File: src/rtl/rvh_l2_rd_responder.sv
// L2-side read responder: queues AR bursts, issues one backing-memory read per beat
// and returns in-order R beats tagged with the original id, rresp and rlast.
package rvh_l2_rd_responder_pkg;
    localparam int ID_W   = 4;
    localparam int ADDR_W = 32;
    localparam int DATA_W = 64;

    typedef struct packed {
        logic [ID_W-1:0]   arid;
        logic [ADDR_W-1:0] araddr;
        logic [7:0]        arlen;
        logic [2:0]        arsize;
        logic [1:0]        arburst;
    } cache_mem_if_ar_t;

    typedef struct packed {
        logic [ID_W-1:0]   rid;
        logic [DATA_W-1:0] rdata;
        logic [1:0]        rresp;
        logic              rlast;
    } cache_mem_if_r_t;
endpackage

module rvh_l2_rd_responder
    import rvh_l2_rd_responder_pkg::*;
#(
    parameter int AR_Q_DEPTH = 4,
    parameter int RBUF_DEPTH = 4
) (
    input  logic              clk,
    input  logic              rst,
    input  logic              l2_req_if_arvalid,
    output logic              l2_req_if_arready,
    input  cache_mem_if_ar_t  l2_req_if_ar,
    output logic              l2_resp_if_rvalid,
    input  logic              l2_resp_if_rready,
    output cache_mem_if_r_t   l2_resp_if_r,
    output logic              mem_rd_req_valid_o,
    input  logic              mem_rd_req_ready_i,
    output logic [ADDR_W-1:0] mem_rd_req_addr_o,
    input  logic              mem_rd_resp_valid_i,
    input  logic [DATA_W-1:0] mem_rd_resp_data_i
);
    localparam int AQ_W = $clog2(AR_Q_DEPTH);
    localparam int RB_W = $clog2(RBUF_DEPTH);
    localparam int CR_W = RB_W + 1;

    typedef struct packed {
        logic [ID_W-1:0] id;
        logic            last;
        logic [1:0]      resp;
    } tag_t;

    typedef enum logic {IDLE, ISSUE} state_t;

    // AR request queue
    cache_mem_if_ar_t  ar_q_mem [AR_Q_DEPTH];
    logic [AQ_W:0]     ar_wr_ptr_reg, ar_rd_ptr_reg;
    logic              ar_full, ar_empty, ar_push, ar_pop;
    cache_mem_if_ar_t  ar_head;

    assign ar_empty = (ar_wr_ptr_reg == ar_rd_ptr_reg);
    assign ar_full  = (ar_wr_ptr_reg[AQ_W] != ar_rd_ptr_reg[AQ_W]) &&
                      (ar_wr_ptr_reg[AQ_W-1:0] == ar_rd_ptr_reg[AQ_W-1:0]);
    assign l2_req_if_arready = ~ar_full;
    assign ar_push = l2_req_if_arvalid & ~ar_full;
    assign ar_head = ar_q_mem[ar_rd_ptr_reg[AQ_W-1:0]];

    always_ff @(posedge clk or negedge rst) begin
        if (!rst) begin
            ar_wr_ptr_reg <= '0;
            ar_rd_ptr_reg <= '0;
        end else begin
            if (ar_push) ar_wr_ptr_reg <= ar_wr_ptr_reg + 1'b1;
            if (ar_pop)  ar_rd_ptr_reg <= ar_rd_ptr_reg + 1'b1;
        end
    end

    always_ff @(posedge clk) begin
        if (ar_push) ar_q_mem[ar_wr_ptr_reg[AQ_W-1:0]] <= l2_req_if_ar;
    end

    // Issue FSM and active burst registers
    state_t            state_reg, state_next;
    logic [ID_W-1:0]   id_reg, id_next;
    logic [ADDR_W-1:0] addr_reg, addr_next;
    logic [7:0]        len_reg, len_next;
    logic [2:0]        size_reg, size_next;
    logic [1:0]        burst_reg, burst_next;
    logic [7:0]        beat_cnt_reg, beat_cnt_next;
    logic [CR_W-1:0]   credit_reg;
    logic              mem_hs, r_hs;

    always_comb begin
        state_next         = state_reg;
        id_next            = id_reg;
        addr_next          = addr_reg;
        len_next           = len_reg;
        size_next          = size_reg;
        burst_next         = burst_reg;
        beat_cnt_next      = beat_cnt_reg;
        ar_pop             = 1'b0;
        mem_rd_req_valid_o = 1'b0;
        mem_hs             = 1'b0;
        case (state_reg)
            IDLE: begin
                if (!ar_empty) begin
                    ar_pop        = 1'b1;
                    id_next       = ar_head.arid;
                    addr_next     = ar_head.araddr;
                    len_next      = ar_head.arlen;
                    size_next     = ar_head.arsize;
                    burst_next    = ar_head.arburst;
                    beat_cnt_next = 8'd0;
                    state_next    = ISSUE;
                end
            end
            ISSUE: begin
                mem_rd_req_valid_o = (credit_reg != '0);
                if (mem_rd_req_valid_o && mem_rd_req_ready_i) begin
                    mem_hs        = 1'b1;
                    // Only FIXED holds the address; error bursts walk like INCR.
                    if (burst_reg != 2'b00) addr_next = addr_reg + (ADDR_W'(1) << size_reg);
                    beat_cnt_next = beat_cnt_reg + 8'd1;
                    if (beat_cnt_reg == len_reg) state_next = IDLE;
                end
            end
            default: state_next = IDLE;
        endcase
    end

    assign mem_rd_req_addr_o = (state_reg == ISSUE) ? addr_reg : '0;

    always_ff @(posedge clk or negedge rst) begin
        if (!rst) begin
            state_reg    <= IDLE;
            id_reg       <= '0;
            addr_reg     <= '0;
            len_reg      <= '0;
            size_reg     <= '0;
            burst_reg    <= '0;
            beat_cnt_reg <= '0;
        end else begin
            state_reg    <= state_next;
            id_reg       <= id_next;
            addr_reg     <= addr_next;
            len_reg      <= len_next;
            size_reg     <= size_next;
            burst_reg    <= burst_next;
            beat_cnt_reg <= beat_cnt_next;
        end
    end

    // Credits bound issued-but-not-returned beats to the data buffer size.
    always_ff @(posedge clk or negedge rst) begin
        if (!rst) begin
            credit_reg <= CR_W'(RBUF_DEPTH);
        end else if (mem_hs && !r_hs) begin
            credit_reg <= credit_reg - CR_W'(1);
        end else if (!mem_hs && r_hs) begin
            credit_reg <= credit_reg + CR_W'(1);
        end
    end

    // Tag and data FIFOs share the R-handshake pop
    tag_t              tag_mem  [RBUF_DEPTH];
    logic [DATA_W-1:0] data_mem [RBUF_DEPTH];
    logic [RB_W:0]     tag_wr_ptr_reg, tag_rd_ptr_reg;
    logic [RB_W:0]     data_wr_ptr_reg, data_rd_ptr_reg;
    tag_t              tag_push_val, tag_head;
    logic              data_empty;

    assign tag_push_val.id   = id_reg;
    assign tag_push_val.last = (beat_cnt_reg == len_reg);
    assign tag_push_val.resp = burst_reg[1] ? 2'b10 : 2'b00;

    assign data_empty        = (data_wr_ptr_reg == data_rd_ptr_reg);
    assign l2_resp_if_rvalid = ~data_empty;
    assign r_hs              = l2_resp_if_rvalid & l2_resp_if_rready;
    assign tag_head          = tag_mem[tag_rd_ptr_reg[RB_W-1:0]];

    always_ff @(posedge clk or negedge rst) begin
        if (!rst) begin
            tag_wr_ptr_reg  <= '0;
            tag_rd_ptr_reg  <= '0;
            data_wr_ptr_reg <= '0;
            data_rd_ptr_reg <= '0;
        end else begin
            if (mem_hs)              tag_wr_ptr_reg  <= tag_wr_ptr_reg + 1'b1;
            if (mem_rd_resp_valid_i) data_wr_ptr_reg <= data_wr_ptr_reg + 1'b1;
            if (r_hs) begin
                tag_rd_ptr_reg  <= tag_rd_ptr_reg + 1'b1;
                data_rd_ptr_reg <= data_rd_ptr_reg + 1'b1;
            end
        end
    end

    always_ff @(posedge clk) begin
        if (mem_hs)              tag_mem[tag_wr_ptr_reg[RB_W-1:0]]   <= tag_push_val;
        if (mem_rd_resp_valid_i) data_mem[data_wr_ptr_reg[RB_W-1:0]] <= mem_rd_resp_data_i;
    end

    always_comb begin
        l2_resp_if_r = '0;
        if (l2_resp_if_rvalid) begin
            l2_resp_if_r.rid   = tag_head.id;
            l2_resp_if_r.rdata = data_mem[data_rd_ptr_reg[RB_W-1:0]];
            l2_resp_if_r.rresp = tag_head.resp;
            l2_resp_if_r.rlast = tag_head.last;
        end
    end

`ifndef SYNTHESIS
    logic [CR_W-1:0] tag_cnt, data_cnt;
    assign tag_cnt  = tag_wr_ptr_reg - tag_rd_ptr_reg;
    assign data_cnt = data_wr_ptr_reg - data_rd_ptr_reg;

    a_no_data_overflow: assert property (@(posedge clk) disable iff (!rst)
        mem_rd_resp_valid_i |-> (data_cnt != CR_W'(RBUF_DEPTH)));
    a_rvalid_has_tag: assert property (@(posedge clk) disable iff (!rst)
        l2_resp_if_rvalid |-> (tag_cnt != '0));
    // Every tag without data is an outstanding read, so a response needs one.
    a_resp_not_exceed: assert property (@(posedge clk) disable iff (!rst)
        mem_rd_resp_valid_i |-> (tag_cnt > data_cnt));
`endif
endmodule
File: config.mk
export PLATFORM = sky130hd
export DESIGN_NAME = rvh_l2_rd_responder
export DESIGN_NICKNAME = d
export VERILOG_FILES = /design/src/rtl/rvh_l2_rd_responder.sv
export SDC_FILE = /design/constraint.sdc
export NUM_CORES = 1
export LEC_CHECK = 0
export ABC_AREA = 1
export CAP_MARGIN = 20
export CORE_MARGIN = 8
export CORE_UTILIZATION = 40
export DETAILED_ROUTE_END_ITERATION = 6
export GPL_ROUTABILITY_DRIVEN = 0
export PLACE_DENSITY = 0.56
export SLEW_MARGIN = 25
export SYNTH_ARGS = -nofsm -noshare
export SYNTH_HDL_FRONTEND = slang
export SYNTH_SLANG_ARGS = --single-unit
File: constraint.sdc
create_clock -name clk -period 7.7 [get_ports clk]
set_input_delay 0.77 -clock clk [delete_from_list [all_inputs] [get_ports clk]]
set_output_delay 0.77 -clock clk [all_outputs]
set_load 0.03 [all_outputs]
==> key figures <==
Floorplanning
  • Die area: 66,350 um2
  • Core ar.: 57,700 um2
  • Row Count: 88
  • Initial cell density of the core: 40.46%
  • Chip Width: 257.6 um
  • IO Count: 225
  • Height of the die: 257.6 um

STA
  • RSZ-0062 raised after global routing: no
  • Layout Skew: 0.01889 ns
  • Fin crit share: 57.51%
  • Worst slew margin relative to its limit: 34.92%
  • Worst hold margin: 0.07329 ns
  • Final setup violation count: 0
  • Minimum clock period after layout: 4.428 ns
  • Highest achievable clock rate: 225.8 MHz
  • Final Hold Fails: 0
  • Accumulated negative setup slack: 0 ns
  • Count of final max-slew check failures: 0
  • Slew at the pin with the worst max-slew slack: 0.9762 ns

Critical path
  • Crit path max-delay family: buffers and inverters
  • Critical-path cell with the highest stage delay: sky130_fd_sc_hd__dfrtp_2
  • Launching point of the worst reg2reg path: state_reg$_DFF_PN0_
  • Crit path DAT: 3.66 ns
  • Worst-case reg-to-reg path depth: 11
  • CP Max Fanout: 64
  • Nature of the critical path endpoint: output pin
  • Critical Path Start Type: flop
  • Req. time, crit path: 6.93 ns
  • Capture point of the worst reg-to-reg path: credit_reg[2]$_DFFE_PN1P_
  • Buffering stage count on the worst path with inverters included: 3
  • Cell-by-cell listing of the critical path: inv_2 > nand2_1 > nand3_1 > nor2_4 > buf_4 > a21oi_1 > clkdlybuf4s50_1
  • Crit Path Class: reg -> out
  • Largest stage delay, worst path: 0.86 ns
  • Minimum setup slack among reg-to-reg paths: 4.50 ns

CTS
  • Clock latency reported for the late side of the worst-skew pair: 0.61 ns
  • Clock-pin slew on the worst setup and hold paths: 0.06 ns
  • Root buffer cell: sky130_fd_sc_hd__clkbuf_16
  • Cts hold-fix bufs: 0
  • Count of cells resized by post-cts repair: 0
  • Maximum buffer depth of the clock tree: 3
  • TritonCTS clock tree: done
  • CTS buffer count: 57
  • Number of buffers inserted to repair setup after CTS: 0
  • Depth of the CTS H-tree: 2
  • Number of clock sinks: 553

Synthesis
  • Post-Synthesis Cell Area: 23,340 um2
  • Register bit count reported by yosys: 553
  • Dominant register cell in the synthesized netlist: sky130_fd_sc_hd__edfxtp_1
  • Fraction of the yosys area taken by sequential cells: 69.49%
  • Synth warn: 0
  • Cell count after synthesis: 2,058
  • Fraction of registers with async set or reset after synthesis: 13.92%
  • Number of enable flip-flop cells after synthesis: 476
  • Average footprint of a synthesized cell: 11.34 um2
  • Total nets after synthesis: 2,203
  • Yosys cell types: 45

Pwr
  • Worst vdd ir: 292.8 uV
  • Leakage power: 10.39 nW
  • Power, Total: 11.36 mW
  • Power density of the placed cells: 405.3 nW/um2

Drt
  • Number of routed nets with antenna violations: 0
  • Router iterations before antenna repair: 5
  • Total number of vias: 15,520
  • Final routed wire length divided by cell count: 18.65 um
  • Via/cell ratio: 5.063
  • Final wirelength: 57.15 mm
  • Number of violations reported at the end of detailed-routing iteration 0: 1,086
  • Detailed-route DRC error count: 0

Outcome
  • Status: complete, no violations

Global routing
  • First-pass GRT wire length: 89.40 mm
  • Largest net degree at the start of global routing: 129
  • Total gr overflow: 0
  • GRT Resource Usage Total: 16.85%
  • Antenna violations before repair: 1
  • Via count of the first global-routing pass: 15,490

Placed design
  • Count of input and output buffers: 223
  • Placed wire-length estimate: 34.26 mm

Run
  • Number of max-capacitance violations reported: 0

Cells and area
  • Most frequent standard cell in the layout excluding fill and tap cells: sky130_fd_sc_hd__edfxtp_1
  • Fraction of layout instances using a drive strength above 1: 6.655%
  • Count of fill cells added during filler insertion: 5,221
  • Final net count: 2,401
  • Max reg flops: 256
  • Area growth from synthesis to layout: 20.09%
  • Highest-count cells in the layout ignoring fill and taps: 476 x sky130_fd_sc_hd__edfxtp_1, 433 x sky130_fd_sc_hd__nor2_1, 260 x sky130_fd_sc_hd__nand2_1

Min path
  • Worst hold-check path type: in -> async
==> synthesized netlist by cell type, types with 10 or more instances <==
master | number | area share, %
sky130_fd_sc_hd__nand3_1 | 50 | 1.1
sky130_fd_sc_hd__nand2_1 | 260 | 4.2
sky130_fd_sc_hd__nor3_1 | 13 | 0.28
sky130_fd_sc_hd__clkbuf_1 | 40 | 0.64
sky130_fd_sc_hd__buf_1 | 10 | 0.16
sky130_fd_sc_hd__inv_1 | 125 | 2.0
sky130_fd_sc_hd__nor2_1 | 437 | 7.0
sky130_fd_sc_hd__nand4_1 | 21 | 0.56
sky130_fd_sc_hd__buf_2 | 42 | 0.90
sky130_fd_sc_hd__edfxtp_1 | 476 | 61
sky130_fd_sc_hd__a21oi_1 | 88 | 1.9
sky130_fd_sc_hd__xor2_1 | 20 | 0.75
sky130_fd_sc_hd__o21ai_0 | 237 | 5.1
sky130_fd_sc_hd__o21ai_1 | 22 | 0.47
sky130_fd_sc_hd__ha_1 | 24 | 1.3
sky130_fd_sc_hd__o22ai_1 | 29 | 0.78
sky130_fd_sc_hd__dfrtp_1 | 76 | 8.1
==> worst reg2reg max path: stages (launching register included) <==
cell                      delay, ns
sky130_fd_sc_hd__dfrtp_2       0.34
sky130_fd_sc_hd__buf_4         0.61
sky130_fd_sc_hd__inv_1         0.14
sky130_fd_sc_hd__a31oi_1       0.40
sky130_fd_sc_hd__nand2_1       0.36
sky130_fd_sc_hd__inv_1         0.25
sky130_fd_sc_hd__ha_1          0.18
sky130_fd_sc_hd__inv_1         0.07
sky130_fd_sc_hd__fa_1          0.38
sky130_fd_sc_hd__a21oi_1       0.14
sky130_fd_sc_hd__o21ai_0       0.11
sky130_fd_sc_hd__xor2_1        0.15
==> layer usage <==
layer	vias up	routed length [um]	track usage [%]	part of all wire [%]
li1	7498	-	-	-
met1	7527	25870	22.87	45
met2	418	26730	27.55	47
met3	76	3382	3.394	5.9
met4	0	1166	4.468	2.0
met5	-	0	0	0
==> final cells by class <==
type	count	area [um2]	share of cell area, %
flip-flops and latches	553	16230	57.89
multi-input cells	1272	6150	21.94
repair buffers	244	2431	8.672
clock buffers	75	1567	5.588
well taps	765	957.2	3.414
inverters	128	485.5	1.732
clock inverters	27	212.7	0.7587
diodes	1	2.502	0.008926
==> power breakdown <==
group	leakage, nW	internal, mW	total, mW	switching, mW
combinational	4.25	1.49	4.47	2.98
sequential	5.27	3.94	4.26	0.317
clock	0.866	1.52	2.63	1.10
==> metrics by stage <==
| step | util [%] | setup WS, ns | cell area, um2 | instances |
|---|---|---|---|---|
| after floorplan | - | 3.958 | 23340 | 2058 |
| after CTS | 48.49 | 3.177 | 27970 | 3062 |
| after global placement | 45.40 | 3.876 | 26190 | 2960 |
| final | 48.59 | 3.272 | 28030 | 3065 |
| after detailed placement | 45.40 | 3.853 | 26200 | 2960 |
| after global routing | 48.59 | 3.039 | 28030 | 3064 |
==> logic make-up (layout without fill, tap and decap cells) <==
| logic type | Yosys count | count (layout) | synth area share, % |
|---|---|---|---|
| AOI/OAI and AO/OA | 399 | 399 | 8.999 |
| xor gates and xnor gates | 28 | 28 | 1.083 |
| adders and majority gates | 26 | 26 | 1.458 |
| buffers and inverters | 233 | 474 | 4.320 |
| DFF | 553 | 553 | 69.49 |
| muxes | 15 | 15 | 0.8254 |
| other | 1 | 2 | 0.01606 |
| and+or+nand+nor | 803 | 803 | 13.81 |
==> worst max path at each step <==
| stage | slack (ns) | to | start | depth (start not counted) |
|---|---|---|---|---|
| finish | 3.27 | l2_resp_if_r[47] | data_rd_ptr_reg[1]$_DFFE_PN0P_ | 7 |
| global route | 3.04 | l2_resp_if_r[11] | data_rd_ptr_reg[0]$_DFFE_PN0P_ | 6 |
| CTS | 3.18 | l2_resp_if_r[47] | data_rd_ptr_reg[1]$_DFFE_PN0P_ | 7 |
| detailed placement | 3.85 | l2_resp_if_r[47] | data_rd_ptr_reg[1]$_DFFE_PN0P_ | 7 |
| global placement | 3.88 | l2_resp_if_r[52] | data_rd_ptr_reg[1]$_DFFE_PN0P_ | 7 |
| floorplan | 3.96 | ar_q_mem[3][0]$_DFFE_PP_ | ar_rd_ptr_reg[1]$_DFFE_PN0P_ | 5 |
No activity file was read; power rests on OpenSTA's default activity.
